### src/rtl/store_buffer_if.sv
// rtl/store_buffer_if.sv - store, load-forward and memory write port bundle for store_buffer
interface store_buffer_if #(
  parameter int DEPTH = 4
) ();
  localparam int CW = $clog2(DEPTH + 1);

  logic          st_valid;
  logic          st_ready;
  logic [1:0]    st_type;
  logic [31:0]   st_addr;
  logic [31:0]   st_data;
  logic          ld_valid;
  logic [31:0]   ld_addr;
  logic          ld_hit;
  logic [31:0]   ld_fwd_data;
  logic          ld_stall;
  logic [1:0]    mem_write;
  logic [31:0]   mem_addr;
  logic [31:0]   mem_wdata;
  logic          empty;
  logic [CW-1:0] count;

  modport master (
    output st_valid, st_type, st_addr, st_data, ld_valid, ld_addr,
    input  st_ready, ld_hit, ld_fwd_data, ld_stall,
    input  mem_write, mem_addr, mem_wdata, empty, count
  );

  modport slave (
    input  st_valid, st_type, st_addr, st_data, ld_valid, ld_addr,
    output st_ready, ld_hit, ld_fwd_data, ld_stall,
    output mem_write, mem_addr, mem_wdata, empty, count
  );
endinterface

### src/rtl/store_buffer.sv
// rtl/store_buffer.sv - in-order store FIFO with load forwarding and load-priority draining
module store_buffer #(
  parameter int DEPTH = 4,
  parameter int AW    = 8
) (
  input  logic          clk,
  input  logic          rst,
  store_buffer_if.slave bus
);
  localparam int PW = $clog2(DEPTH);
  localparam int CW = $clog2(DEPTH + 1);

  typedef struct packed {
    logic [1:0]  typ;
    logic [31:0] addr;
    logic [31:0] data;
  } entry_t;

  entry_t        ent_q [DEPTH];
  entry_t        ent_d [DEPTH];
  logic [PW-1:0] head_q, head_d;
  logic [PW-1:0] tail_q, tail_d;
  logic [CW-1:0] count_q, count_d;

  logic          full;
  logic          is_empty;
  logic          push;
  logic          pop;
  logic          match_any;
  logic [PW-1:0] match_idx;
  logic [PW-1:0] idx;
  logic          unused_ld_addr_bits;

  assign unused_ld_addr_bits = ^{bus.ld_addr[31:AW], bus.ld_addr[1:0]};

  assign full     = (count_q == CW'(DEPTH));
  assign is_empty = (count_q == '0);
  assign push     = bus.st_valid && !full && (bus.st_type != 2'b00);

  // Walk oldest to youngest so the last hit left standing is the youngest match.
  always_comb begin
    match_any = 1'b0;
    match_idx = '0;
    idx       = '0;
    for (int k = 0; k < DEPTH; k++) begin
      idx = head_q + PW'(k);
      if ((CW'(k) < count_q) &&
          (ent_q[idx].addr[AW-1:2] == bus.ld_addr[AW-1:2])) begin
        match_any = 1'b1;
        match_idx = idx;
      end
    end
  end

  always_comb begin
    bus.ld_hit      = 1'b0;
    bus.ld_stall    = 1'b0;
    bus.ld_fwd_data = '0;
    if (bus.ld_valid && match_any) begin
      if (ent_q[match_idx].typ == 2'b01) begin
        bus.ld_hit      = 1'b1;
        bus.ld_fwd_data = ent_q[match_idx].data;
      end else begin
        bus.ld_stall = 1'b1;
      end
    end
  end

  // A stalled load cannot use the port, so the buffer drains through it to break the wait.
  assign pop = !is_empty && (!bus.ld_valid || bus.ld_stall);

  always_comb begin
    bus.mem_write = 2'b00;
    bus.mem_addr  = '0;
    bus.mem_wdata = '0;
    if (pop) begin
      bus.mem_write = ent_q[head_q].typ;
      bus.mem_addr  = ent_q[head_q].addr;
      bus.mem_wdata = ent_q[head_q].data;
    end
  end

  always_comb begin
    ent_d   = ent_q;
    head_d  = head_q;
    tail_d  = tail_q;
    count_d = count_q;
    if (push) begin
      ent_d[tail_q] = '{typ: bus.st_type, addr: bus.st_addr, data: bus.st_data};
      tail_d        = tail_q + 1'b1;
    end
    if (pop) begin
      head_d = head_q + 1'b1;
    end
    case ({push, pop})
      2'b10:   count_d = count_q + 1'b1;
      2'b01:   count_d = count_q - 1'b1;
      default: count_d = count_q;
    endcase
  end

  always_ff @(posedge clk or negedge rst) begin
    if (!rst) begin
      head_q  <= '0;
      tail_q  <= '0;
      count_q <= '0;
      for (int i = 0; i < DEPTH; i++) begin
        ent_q[i] <= '0;
      end
    end else begin
      head_q  <= head_d;
      tail_q  <= tail_d;
      count_q <= count_d;
      ent_q   <= ent_d;
    end
  end

  assign bus.st_ready = !full;
  assign bus.empty    = is_empty;
  assign bus.count    = count_q;
endmodule

### src/flat_wrapper.sv
// flat-port wrapper written by rule: the top's interface ports become plain ports
module store_buffer_flat 
#(
  parameter int DEPTH = 4,
  parameter int AW    = 8
)
  (clk, rst, bus_st_valid, bus_st_type, bus_st_addr, bus_st_data, bus_ld_valid, bus_ld_addr, bus_st_ready, bus_ld_hit, bus_ld_fwd_data, bus_ld_stall, bus_mem_write, bus_mem_addr, bus_mem_wdata, bus_empty, bus_count);
  store_buffer_if #(.DEPTH(DEPTH)) bus_i ();
  input  logic clk;
  input  logic rst;
  input wire logic [$bits(bus_i.st_valid)-1:0] bus_st_valid;
  input wire logic [$bits(bus_i.st_type)-1:0] bus_st_type;
  input wire logic [$bits(bus_i.st_addr)-1:0] bus_st_addr;
  input wire logic [$bits(bus_i.st_data)-1:0] bus_st_data;
  input wire logic [$bits(bus_i.ld_valid)-1:0] bus_ld_valid;
  input wire logic [$bits(bus_i.ld_addr)-1:0] bus_ld_addr;
  output wire logic [$bits(bus_i.st_ready)-1:0] bus_st_ready;
  output wire logic [$bits(bus_i.ld_hit)-1:0] bus_ld_hit;
  output wire logic [$bits(bus_i.ld_fwd_data)-1:0] bus_ld_fwd_data;
  output wire logic [$bits(bus_i.ld_stall)-1:0] bus_ld_stall;
  output wire logic [$bits(bus_i.mem_write)-1:0] bus_mem_write;
  output wire logic [$bits(bus_i.mem_addr)-1:0] bus_mem_addr;
  output wire logic [$bits(bus_i.mem_wdata)-1:0] bus_mem_wdata;
  output wire logic [$bits(bus_i.empty)-1:0] bus_empty;
  output wire logic [$bits(bus_i.count)-1:0] bus_count;
  assign bus_i.st_valid = bus_st_valid;
  assign bus_i.st_type = bus_st_type;
  assign bus_i.st_addr = bus_st_addr;
  assign bus_i.st_data = bus_st_data;
  assign bus_i.ld_valid = bus_ld_valid;
  assign bus_i.ld_addr = bus_ld_addr;
  assign bus_st_ready = bus_i.st_ready;
  assign bus_ld_hit = bus_i.ld_hit;
  assign bus_ld_fwd_data = bus_i.ld_fwd_data;
  assign bus_ld_stall = bus_i.ld_stall;
  assign bus_mem_write = bus_i.mem_write;
  assign bus_mem_addr = bus_i.mem_addr;
  assign bus_mem_wdata = bus_i.mem_wdata;
  assign bus_empty = bus_i.empty;
  assign bus_count = bus_i.count;
  store_buffer #(.DEPTH(DEPTH), .AW(AW)) u_core (.clk(clk), .rst(rst), .bus(bus_i));
endmodule
### config.mk
export PLATFORM = sky130hd
export DESIGN_NAME = store_buffer_flat
export DESIGN_NICKNAME = d
export VERILOG_FILES = /design/src/rtl/store_buffer_if.sv /design/src/rtl/store_buffer.sv /design/src/flat_wrapper.sv
export SDC_FILE = /design/constraint.sdc
export NUM_CORES = 1
export LEC_CHECK = 0
export CORE_MARGIN = 3
export CORE_UTILIZATION = 55
export DETAILED_ROUTE_END_ITERATION = 10
export DONT_BUFFER_PORTS = 1
export GPL_TIMING_DRIVEN = 1
export PLACE_DENSITY = 0.69
export SLEW_MARGIN = 0
export SYNTH_ARGS = -nofsm -noshare
export SYNTH_HDL_FRONTEND = slang
export SYNTH_SLANG_ARGS = --single-unit
### constraint.sdc
create_clock -name clk -period 7.95 [get_ports clk]
set_input_delay 0.3975 -clock clk [delete_from_list [all_inputs] [get_ports clk]]
set_output_delay 0.3975 -clock clk [all_outputs]
set_load 0.03 [all_outputs]
After elaboration in Yosys (flattened, before gate mapping)
Cells that the tools add are included.
Widths: inputs -> output; s select.

storage, ports and cells
  flip-flop bits (word level) = 271
  bits of input ports = 102
  output and inout bits = 105
  logic and storage cells = 98

operators by class
  add/sub/neg operators = 6
  order comparisons = 11
  equal/unequal tests = 8
  mux-type cells = 36
  bitwise logic cells = 6
  reductions and logical operators = 16

operators with widths
  cell                 number
  $bmux 66 s2          5
  $mux 66              5
  $bwmux 264           1
  $mux 40              6
  $demux 66 s2         1
  $mux 32              4
  $eq 6x6->1           4
  $ge 3x3->1 const B   6
  $not 2->3            6
  $mux 2               5
  $logic_and 1x1->1    9
  $mux 1               8
  $lt 1x3->1 const A   2
  $lt 2x3->1 const A   2
  $pmux 3 s2           1
  $add 2x1->2 const B  2
  $add 2x2->2 const B  2
  $eq 2x1->1 const B   2
  $reduce_bool 2->1    2
  $add 3x1->3 const B  1
  $eq 3x3->1 const B   1
  $logic_not 1->1      3
  $logic_not 3->1      1
  $lt 3x1->1 const B   1
  3 further kinds      3

Longest topological paths before layout
  word-level depth = 21
  mapped depth = 19
  gate-level depth less buffers = 14

Worst setup path after synthesis
No wires, ideal clock.

  kind = reg-to-output
  start point = register u_core.head_q[0]
  end point = output port bus_mem_addr[10]
  arrival = 3.454 ns
  required time = 7.553 ns
  path slack = 4.098 ns
  stages on the path, launching flop included = 14
  path buffers = 3
  cells stage by stage = dfrtp_1 -> buf_4 -> inv_2 -> buf_6 -> mux2_1 -> xnor2_1 -> nand3_1 -> or2_1 -> a21oi_1 -> mux2i_1 -> a211oi_2 -> a211o_1 -> buf_2 -> a211oi_1

between the ends
  word-level cells in the longest chain between the ends = 20
  elaborated cells on any way between the ends = 46
  classes of those cells = 3 x add/sub; 5 x eq/ne; 26 x mux; 5 x bitwise; 7 x reduce/logical

ends and longest elaborated chain
  element                                                                RTL line                                                    source
  from (decl)                                                            store_buffer.sv:21                                          logic [PW-1:0] head_q, head_d;
  from (signal assigned)                                                 store_buffer.sv:104                                         head_q <= '0;
  from (signal assigned)                                                 store_buffer.sv:111                                         head_q <= head_d;
  $add 2x1->2 / $not 2->3 (equally long branches)                        store_buffer.sv:46, store_buffer.sv:48, store_buffer.sv:78
  $not 2->3 (not written as such) / $bmux 66 s2 (equally long branches)  store_buffer.sv:48, store_buffer.sv:78
  $bmux 66 s2 / $mux 66 (equally long branches)                          --
  $mux 40 (not written as such) / $mux 66 (equally long branches)        --
  $mux 40 (not written as such) / $eq 6x6->1 (equally long branches)     store_buffer.sv:48                                          (ent_q[idx].addr[AW-1:2] == bus.ld_addr[AW-1:2])) begin
  $eq 6x6->1 / $logic_and 1x1->1 (equally long branches)                 store_buffer.sv:48, store_buffer.sv:47
  $logic_and 1x1->1 / $mux 2 (equally long branches)                     store_buffer.sv:47                                          if ((CW'(k) < count_q) &&
  $mux 2 (3 in series)                                                   store_buffer.sv:47
  $not 2->3 (not written as such)                                        store_buffer.sv:60                                          if (ent_q[match_idx].typ == 2'b01) begin
  $bmux 66 s2                                                            store_buffer.sv:60
  $mux 66 (not written as such) (2 in series)                            store_buffer.sv:60
  $eq 2x1->1                                                             store_buffer.sv:60
  $mux 1                                                                 store_buffer.sv:60
  $mux 1                                                                 store_buffer.sv:59                                          if (bus.ld_valid && match_any) begin
  $logic_or 1x1->1                                                       store_buffer.sv:70                                          assign pop = !is_empty && (!bus.ld_valid || bus.ld_stall);
  $logic_and 1x1->1                                                      store_buffer.sv:70
  $mux 32 *                                                              store_buffer.sv:76                                          if (pop) begin
  to (decl)                                                              flat_wrapper.sv:22                                          output wire logic [$bits(bus_i.mem_addr)-1:0] bus_mem_addr;

Mark *: on every way between the ends. The rest lies on a longest branch, timed or not. The select of a mux whose other input is x is not followed.

Final worst setup path
  start point = register u_core.head_q[1]
  end point = output port bus_ld_fwd_data[27]

between the ends
  word-level cells in the longest chain between the ends = 17
  elaborated cells on any way between the ends = 43
  classes of those cells = 3 x add/sub; 5 x eq/ne; 25 x mux; 5 x bitwise; 5 x reduce/logical

ends and longest elaborated chain
  element                                                                RTL line                                source
  $add 2x1->2 / $not 2->3 (equally long branches)                        store_buffer.sv:46, store_buffer.sv:48
  $not 2->3 (not written as such) / $bmux 66 s2 (equally long branches)  store_buffer.sv:48
  $bmux 66 s2 / $mux 66 (equally long branches)                          --
  $mux 40 (not written as such) / $mux 66 (equally long branches)        --
  $mux 40 (not written as such) / $eq 6x6->1 (equally long branches)     store_buffer.sv:48
  $eq 6x6->1 / $logic_and 1x1->1 (equally long branches)                 store_buffer.sv:48, store_buffer.sv:47
  $logic_and 1x1->1 / $mux 2 (equally long branches)                     store_buffer.sv:47
  $mux 2 (3 in series)                                                   store_buffer.sv:47
  $not 2->3 (not written as such)                                        store_buffer.sv:60, store_buffer.sv:62
  $bmux 66 s2                                                            store_buffer.sv:60, store_buffer.sv:62
  $mux 66 (not written as such) (2 in series)                            store_buffer.sv:60
  $eq 2x1->1                                                             store_buffer.sv:60
  $mux 32                                                                store_buffer.sv:60
  $mux 32 *                                                              store_buffer.sv:59
  to (decl)                                                              flat_wrapper.sv:19                      output wire logic [$bits(bus_i.ld_fwd_data)-1:0] bus_ld_fwd_data;

Marks and branches as above.

==> results.sh <==
export IMPL_rsz0062_at_grt="false"
export IMPL_cp_end_kind="output port"
export IMPL_io_pins=207
export IMPL_start_util=0.568
export IMPL_num_fill_cells=2035
export IMPL_clkSlewWorstSetupHoldPaths_ps=60
export IMPL_worst_path_max_delay_cell="dfrtp_4"
export IMPL_finalHoldViolCount=0
export IMPL_grt_pass1_wl_mm=56.6
export IMPL_drc_errors=0
export IMPL_detailroute_via_count=9812
export IMPL_coreArea_sq_um=26400
export IMPL_multi_input_area_sq_um=7550
export IMPL_leakagePower_nw=7.32
export IMPL_syn_cell_area_sq_um=15000
export IMPL_seq_area_sq_um=6790
export IMPL_routedWlPerCell_um=23.1
export IMPL_drive_above_1_share=0.362
export IMPL_clock_latency_ps=560
export IMPL_hpwl_mm=20.5
export IMPL_wl_mm=35.7
export IMPL_die_h_um=171
export IMPL_final_area_sq_um=16900
export IMPL_synth_flop_cell="dfrtp_1"
export IMPL_synth_area_leaders="dfrtp_1 45%, mux2_2 20%, mux4_2 9.3%"
export IMPL_power_mw=7.68
export IMPL_ys_ff_latch=271
export IMPL_syn_to_final_growth_pct=12.4
export IMPL_yosysWarnings=0
export IMPL_gp_congestion=0.792
export IMPL_ant_nets=0
export IMPL_power_density_nw_per_um2=455
export IMPL_slew_headroom=0.151
export IMPL_antenna_found_initial=2
export IMPL_tns_ps=0
export IMPL_cp_common_cell="mux2i_1"
export IMPL_yosys_area_top_type="dfrtp_1"
export IMPL_clkSinkCount=271
export IMPL_cp_slowest_stage_delay_ps=1080
export IMPL_status="completed"
export IMPL_crit_arrival_ps=5800
export IMPL_hp_class="input port to flip-flop"
export IMPL_die_area_sq_um=29300
export IMPL_final_common_cell="mux2_2"
export IMPL_finClkSkew_ps=19.6
export IMPL_grt_overflow_total=0
export IMPL_grt_total_usage=0.243
export IMPL_synth_top_area_frac=0.452
export IMPL_grt_start_max_net_pins=272
export IMPL_nets=1301
export IMPL_rows=59
export IMPL_syn_inst=1171
export IMPL_clock_fmax_mhz=161
export IMPL_ys_types=58
export IMPL_finalCriticalPeriod_ps=6200
export IMPL_cts_tree="done"
export IMPL_htreeDepth=1
export IMPL_root_buffer="clkbuf_16"
export IMPL_place_area_sq_um=15200
export IMPL_first_global_vias=10200
export IMPL_timing_final_crit_share=0.779
export IMPL_portBuffers=0
export IMPL_cp_max_fo=65
export IMPL_worstSetupPathType="flip-flop to output port"
export IMPL_vdd_drop_max_mv=0.281
export IMPL_first_pass_iters=5
export IMPL_synth_edf_count=0
export IMPL_worst_pin_slew_ps=1270
export IMPL_layout_common_cells="273 x mux2_2, 269 x dfrtp_1, 114 x a211oi_1"
export IMPL_syn_nets=1282
export IMPL_worst_setup_path_start_kind="flip-flop"
export IMPL_final_max_slew_violation_count=0
export IMPL_synth_seq_area_share=0.452
export IMPL_numCtsBuffers=30
export IMPL_report_final_setup_viol=0
export IMPL_synth_area_per_cell_sq_um=12.8
export IMPL_viasPerCell=6.34
export IMPL_drtIter0Drc=715
export IMPL_cts_buffer_depth=3
export IMPL_cap_violations=0
export IMPL_cp_required_ps=7550
export IMPL_async_reset_ff_frac=1.00
export IMPL_crit_chain="mux2i_1 > mux2_2 > o211ai_1 > and4b_1 > and2_1 > a21oi_1 > o21ai_2 > buf_4 > nand2_4 > mux2i_1 > a211oi_1"
export IMPL_die_width_um=171
export IMPL_cts_setup_buffers=0
-- power breakdown --
| group | leakage (nW) | switching, mW | internal (mW) |
|---|---|---|---|
| clock | 0.480 | 0.551 | 0.816 |
| combinational | 3.61 | 1.92 | 1.73 |
| sequential | 3.23 | 0.577 | 2.09 |
-- layer usage --
layer,track usage,up-vias,share of wire
li1,-,4436,-
met1,0.336,5095,0.45
met2,0.404,231,0.48
met3,0.0439,48,0.049
met4,0.0602,2,0.021
met5,0,-,0.00020
-- final cells by class --
type                            count  area share
Antenna cell                        1    0.000148
Clock inverter                      7     0.00652
Clock buffer                       46      0.0516
Tap cell                          335      0.0248
Sequential cell                   271       0.402
Timing Repair Buffer               88      0.0516
Multi-Input combinational cell    726       0.447
Inverter                           73      0.0163
-- critical path, delay by kind of cell (launching register included) --
family	cells	cell delay, ps
multiplexers	3	940
flip-flops	1	1080
AND/OR/NAND/NOR	3	1270
buffers and inverters	1	300
AO/OA/AOI/OAI	4	1590
-- synth_stat cells (3+ instances only) --
| cell type | number |
|---|---|
| ha_1 | 9 |
| buf_6 | 8 |
| nor2_1 | 16 |
| nand2b_1 | 5 |
| clkbuf_1 | 69 |
| o21ai_0 | 11 |
| nor3_1 | 6 |
| dfrtp_1 | 271 |
| o211ai_1 | 6 |
| nand2_1 | 22 |
| inv_1 | 70 |
| nand3_1 | 8 |
| buf_1 | 9 |
| mux4_2 | 62 |
| a21oi_1 | 9 |
| a211oi_2 | 19 |
| or2_2 | 3 |
| xor2_1 | 6 |
| mux2_2 | 273 |
| a31oi_1 | 3 |
| buf_2 | 14 |
| and3_1 | 32 |
| mux2i_1 | 61 |
| o221ai_1 | 5 |
| a211oi_1 | 114 |
| xnor2_1 | 18 |
-- sequential cells by signal (all words and copies together), names as in the netlist --
name / count
u_core.bus.count: 3
u_core.head_q: 2
u_core.ent_q: 264
u_core.tail_q: 2
-- logic make-up after synthesis --
group | Yosys count | share of synthesized area
fa+ha+maj | 9 | 0.00750
compound gates | 184 | 0.0957
mux | 400 | 0.342
simple gates | 109 | 0.0405
flops | 271 | 0.452
xor+xnor | 24 | 0.0140
buf+inv | 174 | 0.0489
-- metrics by stage --
step	hold WS [ps]	util	setup slack (ps)	std cells
3_5_place_dp	116	0.574	2410	1423
3_3_place_gp	115	0.574	2470	1423
5_1_grt	162	0.639	1420	1547
2_1_floorplan	102	-	4100	1171
6_report	146	0.639	1750	1547
4_1_cts	118	0.637	1710	1544
-- repair_timing --
action,4_1_cts,5_1_grt
hold buffers,68,1
setup endpoints to repair,0,0
resized for setup,0,0
hold endpoints to repair,536,126
-- worst paths after layout --
check | startpoint | end | slack, ps | cells past startpoint
worst max-delay path | u_core.head_q[1] | bus_ld_fwd_data[27] | 1750 | 11
worst min-delay path | bus_ld_valid | u_core.head_q[0] | 150 | 3
worst max register to register | u_core.head_q[1] | u_core.bus.count[2] | 3240 | 14
worst min register to register | u_core.ent_q[127] | u_core.ent_q[127] | 500 | 1
max in group asynchronous | rst | u_core.head_q[0] | 6280 | 3
min in group asynchronous | rst | u_core.bus.count[1] | 470 | 2
No activity file was read; power rests on OpenSTA's default activity.
